### src/rtl/mult_pkg.sv
// Shared definitions for the shift-and-add multiplier.
// State encoding of the control FSM is fixed here so datapath and control agree.
package mult_pkg;

    localparam logic [1:0] S0 = 2'd0;  // idle
    localparam logic [1:0] S1 = 2'd1;  // test multiplier bit / add
    localparam logic [1:0] S2 = 2'd2;  // shift after add
    localparam logic [1:0] S3 = 2'd3;  // done

endpackage

### src/rtl/shift_add_control.sv
// Control FSM of the shift-and-add multiplier: sequences Load, Ad and Sh
// from the multiplier LSB (M) and the bit-counter terminal flag (K).
module shift_add_control
    import mult_pkg::*;
(
    input  logic Clk,
    input  logic Rst,
    input  logic St,
    input  logic K,
    input  logic M,
    output logic Idle,
    output logic Done,
    output logic Load,
    output logic Sh,
    output logic Ad
);

    logic [1:0] state_r;
    logic [1:0] next_state_s;

    // State register; reset returns to idle immediately, aborting any operation.
    always_ff @(posedge Clk or posedge Rst) begin
        if (Rst) begin
            state_r <= S0;
        end else begin
            state_r <= next_state_s;
        end
    end

    // Next-state and Mealy strobe decode; every strobe defaults low.
    always_comb begin
        next_state_s = S0;
        Idle         = 1'b0;
        Done         = 1'b0;
        Load         = 1'b0;
        Sh           = 1'b0;
        Ad           = 1'b0;
        case (state_r)
            S0: begin
                Idle = 1'b1;
                if (St) begin
                    Load         = 1'b1;
                    next_state_s = S1;
                end else begin
                    next_state_s = S0;
                end
            end
            S1: begin
                // An add always costs an extra shift cycle, so K waits for S2.
                if (M) begin
                    Ad           = 1'b1;
                    next_state_s = S2;
                end else if (K) begin
                    Sh           = 1'b1;
                    next_state_s = S3;
                end else begin
                    Sh           = 1'b1;
                    next_state_s = S1;
                end
            end
            S2: begin
                Sh = 1'b1;
                if (K) begin
                    next_state_s = S3;
                end else begin
                    next_state_s = S1;
                end
            end
            S3: begin
                Done         = 1'b1;
                next_state_s = S0;
            end
            default: begin
                next_state_s = S0;
            end
        endcase
    end

endmodule

### config.mk
export PLATFORM = sky130hd
export DESIGN_NAME = shift_add_control
export DESIGN_NICKNAME = d
export VERILOG_FILES = /design/src/rtl/mult_pkg.sv /design/src/rtl/shift_add_control.sv
export SDC_FILE = /design/constraint.sdc
export NUM_CORES = 1
export LEC_CHECK = 0
export BUFFER_PORTS_ARGS = -buffer_cell sky130_fd_sc_hd__buf_2
export CAP_MARGIN = 20
export CORE_AREA = 2 2 39 41
export DETAILED_ROUTE_END_ITERATION = 6
export DIE_AREA = 0 0 41 43
export PLACE_DENSITY = 0.35
export SLEW_MARGIN = 20
export SYNTH_ARGS = -nofsm -noshare
export SYNTH_HDL_FRONTEND = slang
export SYNTH_SLANG_ARGS = --single-unit
### constraint.sdc
create_clock -name Clk -period 3.4 [get_ports Clk]
set_clock_uncertainty 0.15 [all_clocks]
set_input_delay 0.51 -clock Clk [delete_from_list [all_inputs] [get_ports Clk]]
set_output_delay 0.51 -clock Clk [all_outputs]
set_load 0.01 [all_outputs]
Yosys cells after proc, flatten, opt, wreduce, memory -nomap -nowiden

Index checks and enable logic that the tools add are counted.

Flip-flop bits (word level): 2
Input port bits: 5
Output and inout port bits: 5
Logic and storage cells: 17

Equal/unequal tests: 3
Muxes and demuxes: 12
Reduce and logical (&&, ||, !) cells: 1

Operator list:

| cell                 | count |
|---|---|
| $mux W1              | 8 |
| $pmux W2 S4          | 1 |
| $eq A2 B2 Y1 const B | 2 |
| $mux W2              | 2 |
| $eq A2 B1 Y1 const B | 1 |
| $logic_not A2 Y1     | 1 |
| $pmux W1 S2          | 1 |

Logic depth before layout (Yosys ltp)

Depth in word-level cells: 3
Depth in mapped cells: 4
Gate-level depth less buffers: 4

Worst setup path before layout

OpenSTA, ideal clock, no wires.

Path kind: reg2out
From: register state_r[1]
To: output port Sh
Arrival time: 0.938 ns
Required time: 2.740 ns
Path slack: 1.802 ns
Cell stages (with the launch flop): 5
Path buffers: 0
Cells stage by stage: dfrtp_1 -> inv_1 -> ha_1 -> nor2b_2 -> o21a_1

Word-level cells in the longest chain between the ends: 2
Elaborated cells between the ends (all ways): 3
Classes of those cells: eq/ne: 2; mux: 1

Ends and longest elaborated chain:

| item                                         | line                    | RTL |
|---|---|---|
| from (decl)                                  | shift_add_control.sv:18 | `logic [1:0] state_r;` |
| from (signal assigned)                       | shift_add_control.sv:26 | `state_r <= next_state_s;` |
| $eq A2 B2 Y1 or $eq A2 B1 Y1 (tied branches) | shift_add_control.sv:38 | `case (state_r)` |
| $pmux W1 S2 *                                | shift_add_control.sv:38 |  |
| to (decl)                                    | shift_add_control.sv:14 | `output logic Sh,` |

Mark *: on every way between the ends. The rest lies on a longest branch, timed or not.

Final worst setup path

Ends and elaborated chain as after synthesis.

==> run summary <==
R2r setup slk -> 2060 ps
Kind of end point of the critical path -> output pin
Wirelength, routed -> 460 um
Core area -> 0.00138 mm^2
Top flop regs -> state_r (2)
Max-slew violation total from the final report -> 0
Crit start category -> flop
Ys flop type -> dfrtp_1
Most frequent cell after synthesis -> ha_1
Congestion Overflow GR -> 0
Required time worst endpoint -> 2740 ps
Hold Vio Cnt, Final -> 0
Final Critical Period -> 2000 ps
Max reg flops -> 2
Finished Layout Cells -> 49
Slew Limit Headroom -> 87.8%
Synth Net Count -> 31
Number of detailed-route iterations in the first pass -> 4
Setup TNS -> 0 ps
Clock sinks -> 2
Hold Crit Class -> input pin to flop
Top post-synthesis cells by area -> ha_1 (38%), dfrtp_1 (26%), inv_1 (5.8%)
Final RePlAce weighted congestion -> 0.622
Synth area leader -> ha_1
Routed len/inst -> 9.39 um
Die Span Y -> 43 um
Reg2reg start -> state_r[1]
Overall routing resource usage -> 6.93%
IO buf count -> 9
Hold wc startpoint -> M
Final nets -> 46
Fraction of registers with async set/reset -> 100%
Clock slew at reported path FFs -> 30 ps
Hold Buf Count CTS -> 1
P_leak -> 0.161 nW
RSZ-0062 raised after global routing -> false
Commonest cells in the netlist -> ha_1 (6), inv_1 (3), dfrtp_1 (2)
Outcome -> finished clean
Hold_ws -> 422 ps
Worst reg2reg path endpoint -> state_r[0]
Fmax achieved -> 501 MHz
H-Tree Depth -> 1
Post-route DRC -> 0
Number of distinct library cells after synthesis -> 12
Final period utilization -> 58.7%
Yosys warnings -> 0
Antenna diodes -> 0
Die ar. -> 0.00176 mm^2
Post-synthesis register bit count -> 2
Worst vdd ir -> 0.218 mV
Std cell rows -> 14
PwrDens -> 758 mW/mm^2
Post-synth EDFFs -> 0
Vias/cell -> 3.78
Slew @ Worst Pin -> 182 ps
Avg Inst Size Synth -> 9.76 um^2
Hold endpoint -> state_r[1]
Number of global-route vias before repair -> 193
Fraction of the yosys area taken by sequential cells -> 25.6%
Critical path peak fanout -> 4
WHS Path Cells -> 3
Vias -> 185
# IOs -> 10
First-pass GRT wire length -> 731 um
Finish-stage setup viols -> 0
Post-CTS sizing -> 0
Critical Path AT -> 1340 ps
Synth top area share -> 38.5%
CTS tree -> built
CTS max path bufs -> 2
CTS buffer count -> 3
Drt initial violations -> 2
Initial antenna violation count -> 0
Worst setup path class -> flop to output pin
Worst skew pair latency -> 220 ps
Cells after Synth -> 20
Post-CTS Setup Inserts -> 0
CTS Root Cell -> clkbuf_4
Register bank with the most flops -> state_r
Area delta synth->final -> 50.0%
Synth Cell Area -> 195 um^2
Initial Utilization -> 14.1%
Share of layout cells above drive strength 1 -> 42.4%
Util after Layout -> 21.2%
Maximum number of pins on one net before global-route repair -> 5
Reg2Reg Depth -> 4
Placed Cells incl. Taps -> 45
ANT nets after route -> 0
Chip width -> 41 um
Total of max-cap violations -> 0
==> worst max-delay path by stage <==
stage                          start  end  slack [ps]  cells after the start
after floorplan           state_r[1]   Sh        1800                      4
after global placement    state_r[1]   Sh        1660                      5
after detailed placement  state_r[1]   Sh        1630                      5
after CTS                 state_r[1]   Sh        1370                      5
after global routing      state_r[1]   Sh        1310                      5
final                     state_r[1]   Sh        1400                      5
==> power breakdown <==
group	switching, W	internal, W
sequential	0.0000101	0.0000347
combinational	0.0000655	0.0000583
clock	0.0000144	0.0000390
==> stage by stage <==
| step | setup WS (ps) | power (W) | cell area (um^2) |
|---|---|---|---|
| CTS | 1370 | 0.000230 | 293 |
| finish | 1400 | 0.000222 | 293 |
| global placement | 1660 | 0.000168 | 260 |
| floorplan | 1800 | 0.000128 | 195 |
| detailed placement | 1630 | 0.000172 | 260 |
| global route | 1310 | 0.000249 | 293 |
==> critical path, cell delays in order, from the launching register on <==
cell	delay, ps
dfrtp_1	360
inv_1	100
ha_1	200
nor2b_2	160
o21a_1	160
buf_2	130
==> logic make-up after synthesis <==
group                    count (synthesis)  synth area share (%)
AO/OA/AOI/OAI                            4                  13.5
adder cells (fa/ha/maj)                  6                  38.5
buffers and inverters                    3                  5.77
AND/OR/NAND/NOR                          5                  16.7
flip-flops                               2                  25.6
==> placed cells by master, fill, tap and decap left out <==
cell type      count
a21oi_1            1
and2_1             1
and2_2             1
buf_2              9
clkbuf_4           3
dfrtp_1            2
dlygate4sd3_1      1
ha_1               6
inv_1              3
nand2_1            1
nand2b_1           1
nor2b_2            1
o21a_1             1
o21ai_0            1
o31a_1             1
==> area by class of cell <==
cell class                      count  area [um^2]
Fill cell                         165         1090
Multi-Input combinational cell     15          134
Timing Repair Buffer               10         55.1
Sequential cell                     2         50.0
Clock buffer                        3         22.5
Tap cell                           16         20.0
Inverter                            3         11.3
==> metal layers <==
| metal | track usage [%] | wire (um) |
|---|---|---|
| met3 | 3.14 | 53 |
| met4 | 8.00 | 0 |
| met1 | 6.43 | 195 |
| met2 | 9.69 | 211 |
| met5 | 0 | 0 |
No activity file was read; power rests on OpenSTA's default activity.
